==> src/rtl/noc_pkg.sv <==
// Shared types and YX routing helpers for the NoC switch allocator.
// Latency: pure types/functions, no state.
// Backpressure: n/a; used by combinational route logic only.
package noc_pkg;

  // Port numbering of a mesh router; indices >= 5 are extra local ports.
  typedef enum logic [2:0] {
    PORT_N = 3'd0,
    PORT_S = 3'd1,
    PORT_W = 3'd2,
    PORT_E = 3'd3,
    PORT_L = 3'd4
  } port_e;

  // Per-output allocation state.
  typedef enum logic {
    ST_IDLE = 1'b0,
    ST_BUSY = 1'b1
  } alloc_state_e;

  // Addresses are carried zero-extended to this width inside the helpers.
  localparam int MAX_ADDR_W = 32;
  typedef logic [MAX_ADDR_W-1:0] addr_t;

  // Lower half of an aw-bit address (X coordinate).
  function automatic addr_t addr_lo(input addr_t a, input int aw);
    addr_t mask;
    mask = (addr_t'(1) << (aw / 2)) - addr_t'(1);
    return a & mask;
  endfunction

  // Upper half of an aw-bit address (Y coordinate).
  function automatic addr_t addr_hi(input addr_t a, input int aw);
    return addr_lo(a >> (aw / 2), aw);
  endfunction

  // YX dimension-order route: resolve Y first, then X, else deliver locally.
  function automatic port_e yx_route(input addr_t dst, input addr_t rtr, input int aw);
    port_e p;
    if (addr_hi(dst, aw) < addr_hi(rtr, aw))      p = PORT_N;
    else if (addr_hi(dst, aw) > addr_hi(rtr, aw)) p = PORT_S;
    else if (addr_lo(dst, aw) < addr_lo(rtr, aw)) p = PORT_W;
    else if (addr_lo(dst, aw) > addr_lo(rtr, aw)) p = PORT_E;
    else                                          p = PORT_L;
    return p;
  endfunction

endpackage

==> src/rtl/noc_out_alloc.sv <==
// One output port: round-robin grant held for a whole packet, flit count, credit count.
// Latency: grant visible the cycle after the request; move_o is combinational in BUSY.
// Backpressure: stalls (grant held, count frozen) on empty input buffer or zero credit.
// Optional: NOC_ARB_VARLEN_EN ends packets on a tail flit, PKT_FLITS acting as watchdog.
module noc_out_alloc
  import noc_pkg::*;
#(
  parameter int NUM_PORTS    = 5,
  parameter int PW           = 3,
  parameter int PKT_FLITS    = 4,
  parameter int CREDIT_DEPTH = 4
) (
  input  logic                 clk,
  input  logic                 reset,
  input  logic [NUM_PORTS-1:0] req_i,
  input  logic [NUM_PORTS-1:0] ib_empty_i,
`ifdef NOC_ARB_VARLEN_EN
  input  logic [NUM_PORTS-1:0] ib_tail_i,
`endif
  input  logic                 cc_credit_i,
  output logic                 gnt_vld_o,
  output logic [PW-1:0]        gnt_sel_o,
  output logic                 move_o
);

  localparam int CW  = (PKT_FLITS > 1) ? $clog2(PKT_FLITS) : 1;
  localparam int CRW = $clog2(CREDIT_DEPTH + 1);

  alloc_state_e   state_q, state_d;
  logic [PW-1:0]  sel_q, sel_d;
  logic [PW-1:0]  rr_ptr_q, rr_ptr_d;
  logic [CW-1:0]  cnt_q, cnt_d;
  logic [CRW-1:0] credit_q, credit_d;
  logic           credit_ok;
  logic           last;
  logic           pick_vld;
  logic [PW-1:0]  pick;

  assign credit_ok = (credit_q != '0);
  assign gnt_vld_o = (state_q == ST_BUSY);
  assign gnt_sel_o = sel_q;

  // Round-robin search: first requester at or after rr_ptr_q, wrapping at NUM_PORTS.
  always_comb begin : p_pick
    logic [PW:0] idx;
    pick_vld = 1'b0;
    pick     = '0;
    idx      = '0;
    for (int k = 0; k < NUM_PORTS; k++) begin
      idx = {1'b0, rr_ptr_q} + (PW+1)'(k);
      if (idx >= (PW+1)'(NUM_PORTS)) idx = idx - (PW+1)'(NUM_PORTS);
      if (!pick_vld && req_i[idx[PW-1:0]]) begin
        pick_vld = 1'b1;
        pick     = idx[PW-1:0];
      end
    end
  end

  // Grant FSM: latch the winner in IDLE, count flit moves in BUSY, release on the last one.
  always_comb begin
    state_d  = state_q;
    sel_d    = sel_q;
    rr_ptr_d = rr_ptr_q;
    cnt_d    = cnt_q;
    move_o   = 1'b0;
    last     = 1'b0;
    case (state_q)
      ST_IDLE: begin
        if (pick_vld && credit_ok) begin
          sel_d   = pick;
          cnt_d   = '0;
          state_d = ST_BUSY;
        end
      end
      ST_BUSY: begin
        move_o = !ib_empty_i[sel_q] && credit_ok && !reset;
        last   = (cnt_q == CW'(PKT_FLITS - 1));
`ifdef NOC_ARB_VARLEN_EN
        last   = last || ib_tail_i[sel_q];
`endif
        if (move_o) begin
          if (last) begin
            state_d  = ST_IDLE;
            cnt_d    = '0;
            rr_ptr_d = (sel_q == PW'(NUM_PORTS - 1)) ? '0 : sel_q + 1'b1;
          end else begin
            cnt_d = cnt_q + 1'b1;
          end
        end
      end
      default: state_d = ST_IDLE;
    endcase
  end

  // Credit: spend one per move, regain one per downstream pulse, saturate at full depth.
  always_comb begin
    credit_d = credit_q;
    if (move_o && !cc_credit_i) begin
      credit_d = credit_q - 1'b1;
    end else if (cc_credit_i && !move_o && (credit_q != CRW'(CREDIT_DEPTH))) begin
      credit_d = credit_q + 1'b1;
    end
  end

  // State registers; reset drops any grant in flight without flushing it.
  always_ff @(posedge clk) begin
    if (reset) begin
      state_q  <= ST_IDLE;
      sel_q    <= '0;
      rr_ptr_q <= '0;
      cnt_q    <= '0;
      credit_q <= CRW'(CREDIT_DEPTH);
    end else begin
      state_q  <= state_d;
      sel_q    <= sel_d;
      rr_ptr_q <= rr_ptr_d;
      cnt_q    <= cnt_d;
      credit_q <= credit_d;
    end
  end

endmodule

==> src/rtl/noc_switch_allocator.sv <==
// Mesh router switch allocator: YX route, per-output wormhole round-robin grant, credit flow.
// Latency: grant 1 cycle after request; ib_read_o combinational; cc_credit_o 1 cycle after read.
// Backpressure: outputs stall on empty input buffer or exhausted downstream credit.
// Optional: NOC_ARB_VARLEN_EN adds ib_tail_i for variable-length packets.
module noc_switch_allocator
  import noc_pkg::*;
#(
  parameter int NUM_PORTS    = 5,
  parameter int ADDR_W       = 8,
  parameter int PKT_FLITS    = 4,
  parameter int CREDIT_DEPTH = 4,
  localparam int PW          = $clog2(NUM_PORTS)
) (
  input  logic                    clk,
  input  logic                    reset,
  input  logic [ADDR_W-1:0]       yx_addr_router_i,
  input  logic [NUM_PORTS*ADDR_W-1:0] yx_addr_header_i,
  input  logic [NUM_PORTS-1:0]    ib_empty_i,
`ifdef NOC_ARB_VARLEN_EN
  input  logic [NUM_PORTS-1:0]    ib_tail_i,
`endif
  input  logic [NUM_PORTS-1:0]    cc_credit_i,
  output logic [NUM_PORTS-1:0]    cc_credit_o,
  output logic [NUM_PORTS-1:0]    ib_read_o,
  output logic [NUM_PORTS-1:0]    gnt_vld_o,
  output logic [NUM_PORTS*PW-1:0] gnt_sel_o
);

  port_e                route   [NUM_PORTS];
  logic [NUM_PORTS-1:0] req     [NUM_PORTS];  // req[j][i]: input i asks for output j
  logic [PW-1:0]        sel     [NUM_PORTS];
  logic [NUM_PORTS-1:0] move;
  logic [NUM_PORTS-1:0] engaged;
  logic [NUM_PORTS-1:0] cc_credit_q, cc_credit_d;

  // Head-flit route of every input.
  always_comb begin
    for (int i = 0; i < NUM_PORTS; i++) begin
      route[i] = yx_route(addr_t'(yx_addr_header_i[i*ADDR_W +: ADDR_W]),
                          addr_t'(yx_addr_router_i), ADDR_W);
    end
  end

  // An input is engaged while any output holds a grant for it.
  always_comb begin
    engaged = '0;
    for (int j = 0; j < NUM_PORTS; j++) begin
      for (int i = 0; i < NUM_PORTS; i++) begin
        if (gnt_vld_o[j] && (sel[j] == PW'(i))) engaged[i] = 1'b1;
      end
    end
  end

  // Request matrix; U-turns are suppressed except local-to-local.
  always_comb begin
    for (int j = 0; j < NUM_PORTS; j++) begin
      req[j] = '0;
      for (int i = 0; i < NUM_PORTS; i++) begin
        req[j][i] = !ib_empty_i[i] && !engaged[i] && (int'(route[i]) == j) &&
                    ((i != j) || (j == int'(PORT_L)));
      end
    end
  end

  for (genvar j = 0; j < NUM_PORTS; j++) begin : g_out
    noc_out_alloc #(
      .NUM_PORTS    (NUM_PORTS),
      .PW           (PW),
      .PKT_FLITS    (PKT_FLITS),
      .CREDIT_DEPTH (CREDIT_DEPTH)
    ) u_out (
      .clk         (clk),
      .reset       (reset),
      .req_i       (req[j]),
      .ib_empty_i  (ib_empty_i),
`ifdef NOC_ARB_VARLEN_EN
      .ib_tail_i   (ib_tail_i),
`endif
      .cc_credit_i (cc_credit_i[j]),
      .gnt_vld_o   (gnt_vld_o[j]),
      .gnt_sel_o   (sel[j]),
      .move_o      (move[j])
    );
    assign gnt_sel_o[j*PW +: PW] = sel[j];
  end

  // Pop strobes: each input is selected by at most one moving output.
  always_comb begin
    ib_read_o = '0;
    for (int j = 0; j < NUM_PORTS; j++) begin
      for (int i = 0; i < NUM_PORTS; i++) begin
        if (move[j] && (sel[j] == PW'(i))) ib_read_o[i] = 1'b1;
      end
    end
  end

  assign cc_credit_d = ib_read_o;
  assign cc_credit_o = cc_credit_q;

  // Upstream credit return: one pulse per popped flit, one cycle later.
  always_ff @(posedge clk) begin
    if (reset) cc_credit_q <= '0;
    else       cc_credit_q <= cc_credit_d;
  end

endmodule

==> config.mk <==
export PLATFORM = sky130hd
export DESIGN_NAME = noc_switch_allocator
export DESIGN_NICKNAME = d
export VERILOG_FILES = /design/src/rtl/noc_pkg.sv /design/src/rtl/noc_out_alloc.sv /design/src/rtl/noc_switch_allocator.sv
export SDC_FILE = /design/constraint.sdc
export NUM_CORES = 1
export LEC_CHECK = 0
export CAP_MARGIN = 20
export CELL_PAD_IN_SITES_DETAIL_PLACEMENT = 0
export CELL_PAD_IN_SITES_GLOBAL_PLACEMENT = 1
export CORE_MARGIN = 5
export CORE_UTILIZATION = 44
export DETAILED_ROUTE_END_ITERATION = 10
export HOLD_SLACK_MARGIN = 0.05
export PLACE_DENSITY_LB_ADDON = 0.1
export SLEW_MARGIN = 10
export SYNTH_ARGS = -nofsm -noshare
export SYNTH_HDL_FRONTEND = slang
export SYNTH_SLANG_ARGS = --single-unit
==> constraint.sdc <==
create_clock -name clk -period 4.9 [get_ports clk]
set_input_delay 0.98 -clock clk [delete_from_list [all_inputs] [get_ports clk]]
set_output_delay 0.98 -clock clk [all_outputs]
set_load 0.02 [all_outputs]
# Word-level counts from Yosys, hierarchy flattened
# Index checks and enable logic that the tools add are counted.
word_totals:
  reg_bits: 65
  wordCells: 699
  out_inout_bits: 30
  in_bits: 60
classes:
  magnitude_cmp: 75
  n_addsub: 65
  n_eq_ne: 57
  reduce_logical: 206
  n_bitwise: 5
  mux: 265
ops:
  columns: ["cell", "n"]
  rows:
  - ["$mux W3", 85]
  - ["$logic_and A1 B1 Y1", 126]
  - ["$mux W1", 125]
  - ["$lt A3 B4 Y1 const B", 30]
  - ["$bmux W1 S3", 30]
  - ["$ge A4 B3 Y1 const B", 20]
  - ["$sub A3 B3 Y3 const B", 25]
  - ["$eq A3 B3 Y1 const B", 18]
  - ["$logic_not A1 Y1", 46]
  - ["$eq A3 B2 Y1 const B", 14]
  - ["$add A3 B2 Y4 const B", 10]
  - ["$gt A4 B4 Y1", 10]
  - ["$lt A4 B4 Y1", 10]
  - ["$add A3 B1 Y3 const B", 10]
  - ["$mux W2", 15]
  - ["$logic_not A3 Y1", 9]
  - ["$add A3 B1 Y4 const B", 5]
  - ["$add A3 B3 Y4 const B", 5]
  - ["$pmux W2 S2", 5]
  - ["$reduce_and A2 Y1", 10]
  - ["$eq A3 B1 Y1 const B", 5]
  - ["$ge A3 B3 Y1 const B", 5]
  - ["$ne A3 B3 Y1 const B", 5]
  - ["$reduce_and A3 Y1", 5]
  - ["other kinds (9)", 45]

# Logic depth before layout (Yosys ltp)
# Gate-level depths: netlist of the first run.
logic_depth:
  depth_word: 28
  mapped_depth: 16
  depth_no_buf: 14

# Hierarchy
# A second synthesis of the first run with hierarchy kept.
hier_totals:
  cells_unflattened: 1410
  hier_area_um2: 10916.7
by_module_without_submodules:
  columns: ["mod", "area_each_um2", "cells_each", "seq_area_each_um2", "instances"]
  rows:
  - ["noc_out_alloc at g_out[1].u_out ...", 1854.3, 231, 240.2, 2]
  - ["noc_out_alloc at g_out[3].u_out ...", 1851.8, 244, 240.2, 2]
  - ["noc_switch_allocator", 1806.7, 244, 100.1, 1]
  - ["noc_out_alloc at g_out[0].u_out", 1697.9, 216, 240.2, 1]

# Worst setup path before layout of the first run
# No wires, ideal clock.
synth_path:
  kind: "input port to output port"
  start: "input ib_empty_i[3]"
  end: "output ib_read_o[4]"
  arrival_time_ns: 3.190
  n_path_buf: 0
  required_time_ns: 3.920
  slack_ns: 0.730
  path_stages: 4
  path_cell_list: "mux4_2 a2111oi_0 nand2_1 o221ai_1"
synth_between:
  elab_chain_cells: 12
  word_cells_on_any_way: 40
  classes_between: "mux (20); reduce/logical (20)"
synth_lines:
  columns: ["element", "line", "text"]
  rows:
  - ["start: declaration", "noc_switch_allocator.sv:18", "input logic [NUM_PORTS-1:0] ib_empty_i,"]
  - ["$bmux W1 S3", "noc_out_alloc.sv:76", "move_o = !ib_empty_i[sel_q] && credit_ok && !reset;"]
  - ["$mux W1 (implied by the code)", "noc_out_alloc.sv:76", null]
  - ["$logic_not A1 Y1", "noc_out_alloc.sv:76", null]
  - ["$logic_and A1 B1 Y1 (2 in a row)", "noc_out_alloc.sv:76", null]
  - ["$mux W1", "noc_out_alloc.sv:67", "case (state_q)"]
  - ["$logic_and A1 B1 Y1", "noc_switch_allocator.sv:92", "if (move[j] && (sel[j] == PW'(i))) ib_read_o[i] = 1'b1;"]
  - ["$mux W1 (4 in a row)", "noc_switch_allocator.sv:92", null]
  - ["$mux W1 (*)", "noc_switch_allocator.sv:92", null]
  - ["end: declaration", "noc_switch_allocator.sv:24", "output logic [NUM_PORTS-1:0] ib_read_o,"]
# Mark *: on every way between the ends. The rest lies on a longest branch, timed or not. The select of a mux whose other input is x is not followed.

# Worst setup path in the final report of the first run
# Ends and elaborated chain as after synthesis.

==> summary.txt, run 1 <==
Setup path
  • CP arrival: 3.80 ns
  • CP Launch Type: primary input
  • Crit-path max cell delay: 0.65 ns
  • Critical path class: in -> out
  • Critical path's slowest cell: clkdlybuf4s50_1
  • CP top delay family: buffers and inverters
  • Worst setup EP type: output pin
  • Critical path buffers and inverters: 3
  • Top cell by count, worst path: clkdlybuf4s50_1
  • Worst path cell trace: clkdlybuf4s50_1 > mux4_2 > a2111oi_2 > buf_4 > nand2_1 > o22ai_1 > a31oi_1 > o221ai_1 > clkdlybuf4s50_1
  • CP Data Required Time: 3.92 ns
  • Critical Path Fanout Max: 6

Power
  • Comb pwr share: 30.2%
  • Peak supply drop: 185 uV
  • Pleak: 4.43 nW
  • Switching Fraction: 32.9%
  • Switching pwr: 0.000622 W
  • PwrDens: 169 nW/um^2
  • Total power: 0.00189 W
  • Flop pwr share: 31.7%
  • Clock share of power: 38.1%
  • Pint: 0.00127 W

CTS
  • Worst skew pair latency: 0.34 ns
  • Clk buf depth: 2
  • Clock transition at the registers of the reported paths: 0.06 ns
  • Total setup buffers inserted after CTS: 0
  • Clk sink count: 65
  • TritonCTS clock tree: built
  • Hold-fix buffer count after cts: 0
  • CTS buffer count: 9
  • H-tree Lvls: 3
  • Clock root buffer: clkbuf_16

Logic synthesis
  • Net Count, Synth: 1469
  • Post-synthesis sequential area ratio: 13.8%
  • Number of synthesized flops with an enable pin: 0
  • Avg Cell Area, Syn: 7.29 um^2
  • Yosys top cell by area: ha_1
  • Synth warn: 0
  • Synth Flop Type: dfxtp_1
  • Cells after Synth: 1289
  • FFs w/ async S/R, synth: 0%
  • Synth top area share: 14.6%
  • Number of register bits inferred by synthesis: 65
  • Synth Cell Area: 9400 um^2
  • Largest cells by area after synthesis: ha_1 15%, dfxtp_1 14%, a21oi_1 5.7%
  • Cell variety after synth: 88

Min path
  • HP Class: reg -> reg

Cells and area
  • Fin nets: 1574
  • Commonest cells after routing, fill and taps aside: 110 x ha_1, 109 x nor2_1, 108 x a21oi_1
  • FILL cells: 2027
  • Design area: 11200 um^2
  • Share of layout cells above drive strength 1: 7.79%
  • Area grow syn2layout: 18.8%
  • N_diodes: 0
  • Non-filler cells, final: 1674
  • Commonest non-fill, non-tap cell in the layout: ha_1

STA
  • Final setup fails: 0
  • Crit share post-route: 97.5%
  • Measured slew at the worst slew-check pin: 0.866 ns
  • Final Slew Violations: 0
  • Skew final: 0.0105 ns
  • Final Hold Viols: 0
  • Setup tns final: 0 ns
  • Final Critical Period: 4.78 ns
  • WHS: 0.474 ns
  • Slew HR: 41.8%
  • FMAX: 209 MHz

Drt
  • Average via count per standard cell: 6.00
  • Initial DRC Count: 665
  • Total Wirelength: 30700 um
  • Drt drc: 0
  • Wire per inst: 18.4 um
  • DRT Pass-1 Iters: 6
  • Routed Antenna Nets: 0
  • Vias after detailed routing: 10000

Floorplanning
  • Vert. Die Dim: 156 um
  • DIE AREA: 24400 um^2
  • Starting Density: 44.7%
  • Num ports: 90
  • Rows: 53
  • Die width: 156 um
  • Core Region: 21000 um^2

GRT
  • Initial antenna violation count: 0
  • First-pass GRT wire length: 49400 um
  • GRT overflow: 0
  • Number of global-route vias before repair: 9569
  • Overall global routing resource usage: 24.8%
  • Largest net degree at the start of global routing: 35

Status
  • Status: finished, final reports clean

Place
  • Placement Cell Area: 10800 um^2
  • # placed instances: 1658
  • Port buffer count: 89
  • GP Congestion: 0.941
  • Final HPWL from detailed placement: 25100 um

Flow run
  • Max Cap Violations: 0
## per-stage QoR
stage	setup WS (ns)	util [%]
2_1_floorplan	0.730	-
3_3_place_gp	0.0199	51.4
3_5_place_dp	0.0476	51.4
4_1_cts	0.0374	53.0
5_1_grt	-0.00530	53.1
6_report	0.125	53.1
## metal layers
metal  track usage, %  share of wire, %  wire length, um
met1             33.0                46            14100
met2             43.4                48            14900
met3             2.33               3.5             1070
met4             5.87               2.2              690
met5                0                 0                0
## worst reg2reg max path, stage by stage, from the launching register on
cell and delay (ns):
dfxtp_1 0.63, ha_1 0.27, inv_1 0.06, fa_1 0.44, nor3_1 0.50, a2111oi_0 0.21
nor4bb_1 0.20, a2111oi_0 0.54, nand3_1 0.19, or2_1 0.29, o21ai_1 0.32, buf_4 0.20
nand3_1 0.08, a21oi_1 0.11
## timing repair
item	4_1_cts	5_1_grt
gates resized for setup	0	7
endpoints found under the setup margin	0	5
endpoints found under the hold margin	0	0
## cell type report
| type | instances | area (um^2) | share of cell area [%] |
|---|---|---|---|
| Tap cell | 275 | 344 | 3.08 |
| Sequential cell | 65 | 1300 | 11.7 |
| Clock inverter | 6 | 90.1 | 0.807 |
| Multi-Input combinational cell | 1074 | 7530 | 67.4 |
| Inverter | 103 | 387 | 3.46 |
| Clock buffer | 10 | 239 | 2.14 |
| Timing Repair Buffer | 141 | 1280 | 11.4 |
## cell families (layout without fill, tap and decap cells)
group | after synthesis | in the layout | share of synthesized area (%)
flops | 65 | 65 | 13.8
buf+inv | 150 | 260 | 6.32
mux | 26 | 26 | 3.77
simple gates | 502 | 502 | 28.0
fa+ha+maj | 120 | 120 | 16.8
xor+xnor | 29 | 29 | 2.70
compound gates | 397 | 397 | 28.6
## registers in the layout, indices dropped and copies added, names as in the netlist
| register | flops |
|---|---|
| cc_credit_o | 5 |
| g_out.u_out.cnt_q | 10 |
| g_out.u_out.credit_q | 15 |
| g_out.u_out.gnt_sel_o | 15 |
| g_out.u_out.gnt_vld_o | 5 |
| g_out.u_out.rr_ptr_q | 15 |
## cells in the mapped netlist (all sizes together), types with 9 or more instances
| library cell | n |
|---|---|
| o21a | 12 |
| buf | 15 |
| o31ai | 17 |
| and2 | 14 |
| a21o | 18 |
| nor2b | 21 |
| nand2b | 25 |
| nor3 | 35 |
| ha | 110 |
| clkbuf | 32 |
| nor2 | 109 |
| nand4 | 39 |
| o211ai | 16 |
| or2 | 18 |
| xnor2 | 28 |
| inv | 99 |
| o22ai | 15 |
| a211oi | 17 |
| or3 | 9 |
| a2111oi | 11 |
| and4 | 10 |
| nand3 | 46 |
| mux2i | 14 |
| nor4 | 13 |
| dfxtp | 65 |
| and3b | 11 |
| nor3b | 22 |
| o21ai | 54 |
| a21oi | 109 |
| a31oi | 32 |
| nand2 | 103 |
| a2bb2oi | 9 |
| fa | 10 |
## path summary, 6_finish.rpt
kind | startpoint | to | slack, ns | depth (start not counted)
worst min register to register | g_out[4].u_out.cnt_q[1] | g_out[4].u_out.cnt_q[1] | 0.47 | 2
worst max register to register | g_out[4].u_out.rr_ptr_q[1] | g_out[4].u_out.cnt_q[1] | 0.79 | 13
worst max-delay path | ib_empty_i[3] | ib_read_o[4] | 0.12 | 9
worst min-delay path | g_out[4].u_out.cnt_q[1] | g_out[4].u_out.cnt_q[1] | 0.47 | 2
## power by group through the flow
stage | Combinational [W] | Sequential (W) | Clock [W]
final | 0.000572 | 0.000600 | 0.000720
after global routing | 0.000631 | 0.000604 | 0.000757
after CTS | 0.000565 | 0.000599 | 0.000730
after detailed placement | 0.000562 | 0.000610 | 0
after global placement | 0.000558 | 0.000611 | 0
after floorplan | 0.000341 | 0.000600 | 0
No activity file was read; power rests on OpenSTA's default activity.
==> inputs of run 2 (changes only) <==
--- a/config.mk
+++ b/config.mk
@@ -11,6 +11,7 @@
 export CORE_MARGIN = 5
 export CORE_UTILIZATION = 44
 export DETAILED_ROUTE_END_ITERATION = 10
+export GPL_ROUTABILITY_DRIVEN = 1
 export HOLD_SLACK_MARGIN = 0.05
 export PLACE_DENSITY_LB_ADDON = 0.1
 export SLEW_MARGIN = 10
==> results of run 2 <==
Same layout as run 1: the final DEF is identical, and so are final timing and power.
